### config.mk
export PLATFORM = sky130hd
export DESIGN_NAME = uart_tx_fifo
export DESIGN_NICKNAME = d
export VERILOG_FILES = /design/src/rtl/uart_pkg.sv /design/src/rtl/sync_fifo.sv /design/src/rtl/uart_tx_fifo.sv
export SDC_FILE = /design/constraint.sdc
export NUM_CORES = 1
export LEC_CHECK = 0
export BUFFER_PORTS_ARGS = -buffer_cell sky130_fd_sc_hd__buf_2
export CAP_MARGIN = 0
export CORE_ASPECT_RATIO = 2
export CORE_MARGIN = 4
export CORE_UTILIZATION = 35
export DETAILED_ROUTE_END_ITERATION = 16
export HOLD_SLACK_MARGIN = 0.15
export REMOVE_ABC_BUFFERS = 1
export SYNTH_ARGS = -nofsm -noshare
export SYNTH_HDL_FRONTEND = slang
export SYNTH_SLANG_ARGS = --single-unit
### constraint.sdc
create_clock -name i_clk -period 10 [get_ports i_clk]
set_input_delay 1.5 -clock i_clk [delete_from_list [all_inputs] [get_ports i_clk]]
set_output_delay 1.5 -clock i_clk [all_outputs]
set_load 0.05 [all_outputs]
### src/rtl/uart_pkg.sv
// Shared encodings for the UART transmit path: drain FSM states and ASCII line-ending bytes.
package uart_pkg;
  typedef enum logic [1:0] {
    IDLE      = 2'd0,
    WAIT_BUSY = 2'd1,
    WAIT_DONE = 2'd2
  } tx_state_e;

  localparam logic [7:0] ASCII_CR = 8'h0D;
  localparam logic [7:0] ASCII_LF = 8'h0A;
endpackage

### src/rtl/sync_fifo.sv
// Single-clock FIFO with a first-word-fall-through head, registered status flags
// and a one-cycle overflow pulse for pushes dropped while full.
module sync_fifo #(
  parameter int DEPTH      = 16,
  parameter int DATA_WIDTH = 8,
  localparam int AW = $clog2(DEPTH),
  localparam int CW = AW + 1
) (
  input  logic                  i_clk,
  input  logic                  i_rst,
  input  logic                  i_wr_en,
  input  logic [DATA_WIDTH-1:0] i_wr_data,
  input  logic                  i_pop,
  output logic [DATA_WIDTH-1:0] o_head,
  output logic                  o_full,
  output logic                  o_empty,
  output logic [CW-1:0]         o_count,
  output logic                  o_overflow
);
  logic [DATA_WIDTH-1:0] mem_q [DEPTH];
  logic [DATA_WIDTH-1:0] mem_d [DEPTH];
  logic [AW-1:0] wr_ptr_q, wr_ptr_d, rd_ptr_q, rd_ptr_d;
  logic [CW-1:0] count_q, count_d;
  logic          full_q, full_d, empty_q, empty_d, overflow_q, overflow_d;
  logic          push, pop;

  always_comb begin
    push       = i_wr_en && !full_q;
    pop        = i_pop && !empty_q;
    mem_d      = mem_q;
    wr_ptr_d   = wr_ptr_q;
    rd_ptr_d   = rd_ptr_q;
    if (push) begin
      mem_d[wr_ptr_q] = i_wr_data;
      wr_ptr_d        = wr_ptr_q + AW'(1);
    end
    if (pop) rd_ptr_d = rd_ptr_q + AW'(1);
    count_d    = count_q + CW'(push) - CW'(pop);
    full_d     = (count_d == CW'(DEPTH));
    empty_d    = (count_d == '0);
    // A drop is judged on the full flag alone, so a same-cycle pop does not rescue it.
    overflow_d = i_wr_en && full_q;
  end

  always_ff @(posedge i_clk or posedge i_rst) begin
    if (i_rst) begin
      for (int i = 0; i < DEPTH; i++) mem_q[i] <= '0;
      wr_ptr_q   <= '0;
      rd_ptr_q   <= '0;
      count_q    <= '0;
      full_q     <= 1'b0;
      empty_q    <= 1'b1;
      overflow_q <= 1'b0;
    end else begin
      mem_q      <= mem_d;
      wr_ptr_q   <= wr_ptr_d;
      rd_ptr_q   <= rd_ptr_d;
      count_q    <= count_d;
      full_q     <= full_d;
      empty_q    <= empty_d;
      overflow_q <= overflow_d;
    end
  end

  assign o_head     = mem_q[rd_ptr_q];
  assign o_full     = full_q;
  assign o_empty    = empty_q;
  assign o_count    = count_q;
  assign o_overflow = overflow_q;
endmodule

### src/rtl/uart_tx_fifo.sv
// Buffered UART transmit front-end: queues bytes and drains them one per frame into uart_top.
// Optional UART_TX_FIFO_CRLF_EN expands each LF head byte into CR then LF.
module uart_tx_fifo
  import uart_pkg::*;
#(
  parameter int DEPTH      = 16,
  parameter int DATA_WIDTH = 8,
  parameter int BUSY_WAIT  = 4
) (
  input  logic                     i_clk,
  input  logic                     i_rst,
  input  logic                     i_wr_en,
  input  logic [DATA_WIDTH-1:0]    i_wr_data,
  output logic                     o_full,
  output logic                     o_empty,
  output logic [$clog2(DEPTH):0]   o_count,
  output logic                     o_overflow,
  output logic                     o_uart_wr,
  output logic [DATA_WIDTH-1:0]    o_uart_data,
  input  logic                     i_uart_busy
);
  localparam int TW = (BUSY_WAIT > 1) ? $clog2(BUSY_WAIT) : 1;

  tx_state_e             state_q, state_d;
  logic                  ready_q, ready_d, wr_q, wr_d, issue, pop;
  logic [DATA_WIDTH-1:0] data_q, data_d, head;
  logic [TW-1:0]         timer_q, timer_d;
`ifdef UART_TX_FIFO_CRLF_EN
  logic                  cr_sent_q, cr_sent_d;
`endif

  sync_fifo #(.DEPTH(DEPTH), .DATA_WIDTH(DATA_WIDTH)) u_fifo (
    .i_clk      (i_clk),
    .i_rst      (i_rst),
    .i_wr_en    (i_wr_en),
    .i_wr_data  (i_wr_data),
    .i_pop      (pop),
    .o_head     (head),
    .o_full     (o_full),
    .o_empty    (o_empty),
    .o_count    (o_count),
    .o_overflow (o_overflow)
  );

  always_comb begin
    state_d = state_q;
    wr_d    = 1'b0;
    data_d  = data_q;
    timer_d = timer_q;
    pop     = 1'b0;
`ifdef UART_TX_FIFO_CRLF_EN
    cr_sent_d = cr_sent_q;
`endif
    // ready_q confirms the FIFO/busy view held for a full cycle before we strobe.
    issue = (state_q == IDLE) && ready_q && !o_empty && !i_uart_busy;
    case (state_q)
      IDLE: if (issue) begin
        wr_d    = 1'b1;
        timer_d = '0;
        state_d = WAIT_BUSY;
`ifdef UART_TX_FIFO_CRLF_EN
        if (head == DATA_WIDTH'(ASCII_LF) && !cr_sent_q) begin
          data_d    = DATA_WIDTH'(ASCII_CR);
          cr_sent_d = 1'b1;
        end else begin
          data_d    = head;
          pop       = 1'b1;
          cr_sent_d = 1'b0;
        end
`else
        data_d = head;
        pop    = 1'b1;
`endif
      end
      WAIT_BUSY: begin
        if (i_uart_busy)                      state_d = WAIT_DONE;
        else if (timer_q == TW'(BUSY_WAIT-1)) state_d = IDLE;
        else                                  timer_d = timer_q + TW'(1);
      end
      WAIT_DONE: if (!i_uart_busy) state_d = IDLE;
      default:   state_d = IDLE;
    endcase
    ready_d = (state_d == IDLE) && !o_empty && !i_uart_busy;
  end

  always_ff @(posedge i_clk or posedge i_rst) begin
    if (i_rst) begin
      state_q <= IDLE;
      ready_q <= 1'b0;
      wr_q    <= 1'b0;
      data_q  <= '0;
      timer_q <= '0;
`ifdef UART_TX_FIFO_CRLF_EN
      cr_sent_q <= 1'b0;
`endif
    end else begin
      state_q <= state_d;
      ready_q <= ready_d;
      wr_q    <= wr_d;
      data_q  <= data_d;
      timer_q <= timer_d;
`ifdef UART_TX_FIFO_CRLF_EN
      cr_sent_q <= cr_sent_d;
`endif
    end
  end

  assign o_uart_wr   = wr_q;
  assign o_uart_data = data_q;
endmodule

==> flow_summary.yaml <==
outcome:
  status: "completed"
logic_synthesis:
  ys_top_cells_by_area: "dfrtp_1, mux2_2, mux4_2"
  synth_flop_cell: "dfrtp_1"
  synth_top_family_by_area: "multiplexers"
  synth_edf_count: 0
  yosysTopAreaCell: "dfrtp_1"
  synth_xor_area_share_pct: 1.215
  synth-async-reset-ratio_pct: 100.0
  synth_top_cells_by_count: "dfrtp_1, mux2_2, mux4_2, inv_1, nor2_1"
  yosys_warnings: 0
  yosys.area_share.simple_pct: 4.929
  synth_most_common_cell: "dfrtp_1"
  seq_area_frac_synth_pct: 54.86
  syn_area_per_cell_sq_um: 15.08
  muxShareOfSynthArea_pct: 31.10
  netlist.area_leader.share_pct: 54.49
  synthCells: 478
  netlist_area_sq_um: 7209
  synth-compound-area-share_pct: 3.002
  synthAdderAreaFrac_pct: 2.187
  ys_ff_latch: 158
  yosysUniqueCellTypes: 46
sta:
  whs_ps: 484.6
  maxSlewViolCount: 0
  grt_setup_unrepaired: "false"
  worst_clock_skew_ps: 11.07
  setup_viol: 0
  timing.final.crit_share_pct: 37.20
  fmax_mhz: 268.8
  hold_viol_final: 0
  max-slew-margin-rel_pct: 33.28
  period_minus_slack_ps: 3720
  tightest_slew_ps: 1001
  finalSetupTns_ps: 0
pwr:
  peakVddDrop_uv: 121.2
  swShare_pct: 34.03
  combPwrFrac_pct: 36.9
  p_leak_uw: 0.003526
  seq_power_share_pct: 40.1
  intPower_uw: 1911
  power.density_nw_per_um2: 353.6
  clockPowerShare_pct: 23.0
  p_switching_uw: 985.7
floorplanning:
  start_util_pct: 35.39
  die_area_sq_um: 23100
  io_pins: 29
  die_h_um: 211.0
  rows: 74
  die_x_um: 109.5
  core_area_sq_um: 20370
global_route:
  grt_start_max_net_pins: 111
  grt_util_all_layers_pct: 14.92
  grt_pass1_wl_um: 25430
  antenna_found_initial: 0
  grt-ovfl-total: 0
  grt_pass1_vias: 4532
clock_tree:
  cts_tree: "built"
  clk_path_buf_depth: 2
  clock_latency_ps: 430
  root_buffer: "clkbuf_16"
  ctsHoldBuffers: 0
  clock_sinks: 158
  post-cts-setup-buffers: 0
  cts_made_buffers: 17
  cts_resized: 0
  clk_pin_slew_ps: 60
  h-tree-depth: 4
detailed_routing:
  drc_errors: 0
  drt_iter0_drc: 76
  wl_um: 15760
  viasPerCell: 5.125
  ant_nets: 0
  drt_first_pass_iters: 4
  wl_per_cell_um: 20.13
  vias: 4013
layout:
  final.fill_count: 1927
  finalNetCount: 528
  diodes: 0
  drive_gt1_share_pct: 45.45
  syn2layout_area_growth_pct: 13.61
critical_path:
  crit_fanout: 20
  required_ps: 10320
  cp-start-kind: "input port"
  crit_path_end_kind: "flip-flop"
  arrival_ps: 4040
  critical_path_class: "in -> reg"
placed_design:
  portBuffers: 28
  hpwl_um: 10980
  gp_congestion: 0.7526
min_path:
  hold_class: "reg -> reg"
run:
  cap_violations: 0
-- through the flow --
stage          total power [uW]  cells  cell area [sq um]  util, %  worst slack (ps)
2_1_floorplan              1959    454               7074        -              4238
3_3_place_gp               2191    751               7576    37.19              5981
3_5_place_dp               2266    751               7576    37.19              5846
4_1_cts                    2939    783               8190    40.21              6303
5_1_grt                    3072    783               8190    40.21              6048
6_report                   2896    783               8190    40.21              6280
-- power groups by stage --
stage / clock network [uW] / logic [uW] / registers, uW
floorplan: 0 / 733 / 1230
finish: 665 / 1070 / 1160
global placement: 0 / 1040 / 1150
global route: 706 / 1160 / 1200
CTS: 684 / 1090 / 1170
detailed placement: 0 / 1090 / 1180
-- routing by layer --
metal,routed length (um),vias up,GRT usage [%]
met4,298,0,5.080
met5,0,-,0
met2,9134,44,27.35
met1,5992,2152,16.65
met3,338,22,3.334
li1,-,1795,-
-- cells in the final DEF (no fill, tap or decap), types with 3 or more instances in the layout --
master	Yosys	layout
and2_1	3	3
nor2_2	9	9
buf_4	4	3
xnor2_1	8	8
bufinv_16	0	3
o22ai_1	7	7
a221oi_1	8	8
clkbuf_16	0	17
inv_6	0	3
mux2i_1	8	8
mux4_2	32	32
ha_1	11	11
nand2b_1	5	5
mux2_2	119	119
inv_1	15	14
nor2_4	3	3
nor2_1	13	13
nand2_1	11	11
dfrtp_1	157	156
mux2_1	9	9
buf_2	6	28
nand3_1	4	4
clkinvlp_4	0	3
-- state kept, by name, summed over array words and instances (netlist names) --
signal and flops:
ready_q 1, u_fifo.wr_ptr_q 4, u_fifo.mem_q 128, o_uart_data 8, u_fifo.o_overflow 1, u_fifo.o_count 5
u_fifo.o_empty 1, timer_q 2, u_fifo.rd_ptr_q 4, o_uart_wr 1, u_fifo.o_full 1, state_q 2
-- worst max-delay path, cell delays in order --
cell and delay [ps]:
buf_2 130, nor2_1 120, nand3_2 210, inv_2 340, ha_1 300, inv_1 60, ha_1 150, inv_1 50
fa_1 390, nor2b_1 110, o21ai_0 140, and3_1 240, nor4_1 290
-- area by class of cell --
type / instances / area [sq um] / share of cell area, %
well taps: 266 / 332.8 / 4.064
inverters: 16 / 65.06 / 0.7944
flip-flops and latches: 158 / 3956 / 48.30
repair buffers: 31 / 162.7 / 1.986
clock buffers: 20 / 456.7 / 5.576
clock inverters: 12 / 157.7 / 1.925
multi-input cells: 280 / 3059 / 37.35
-- worst paths after layout --
check / start / endpoint / slack (ps) / depth (start not counted)
max in group asynchronous: i_rst / u_fifo.mem_q[32]$_DFFE_PP0P_ / 7470 / 3
min in group asynchronous: i_rst / u_fifo.mem_q[103]$_DFFE_PP0P_ / 1280 / 2
setup reg to reg: state_q[0]$_DFF_PP0_ / u_fifo.o_full$_DFF_PP0_ / 7010 / 12
setup / recovery: i_uart_busy / u_fifo.o_full$_DFF_PP0_ / 6280 / 13
hold / removal: u_fifo.mem_q[4]$_DFFE_PP0P_ / u_fifo.mem_q[4]$_DFFE_PP0P_ / 480 / 1
hold reg to reg: u_fifo.mem_q[4]$_DFFE_PP0P_ / u_fifo.mem_q[4]$_DFFE_PP0P_ / 480 / 1
-- cells by family after synthesis --
logic type,count (synthesis)
multiplexers,168
flip-flops,158
AND/OR/NAND/NOR,63
buffers and inverters,40
AO/OA/AOI/OAI,27
adder cells (fa/ha/maj),12
XOR/XNOR,10
No activity file was read; power rests on OpenSTA's default activity.
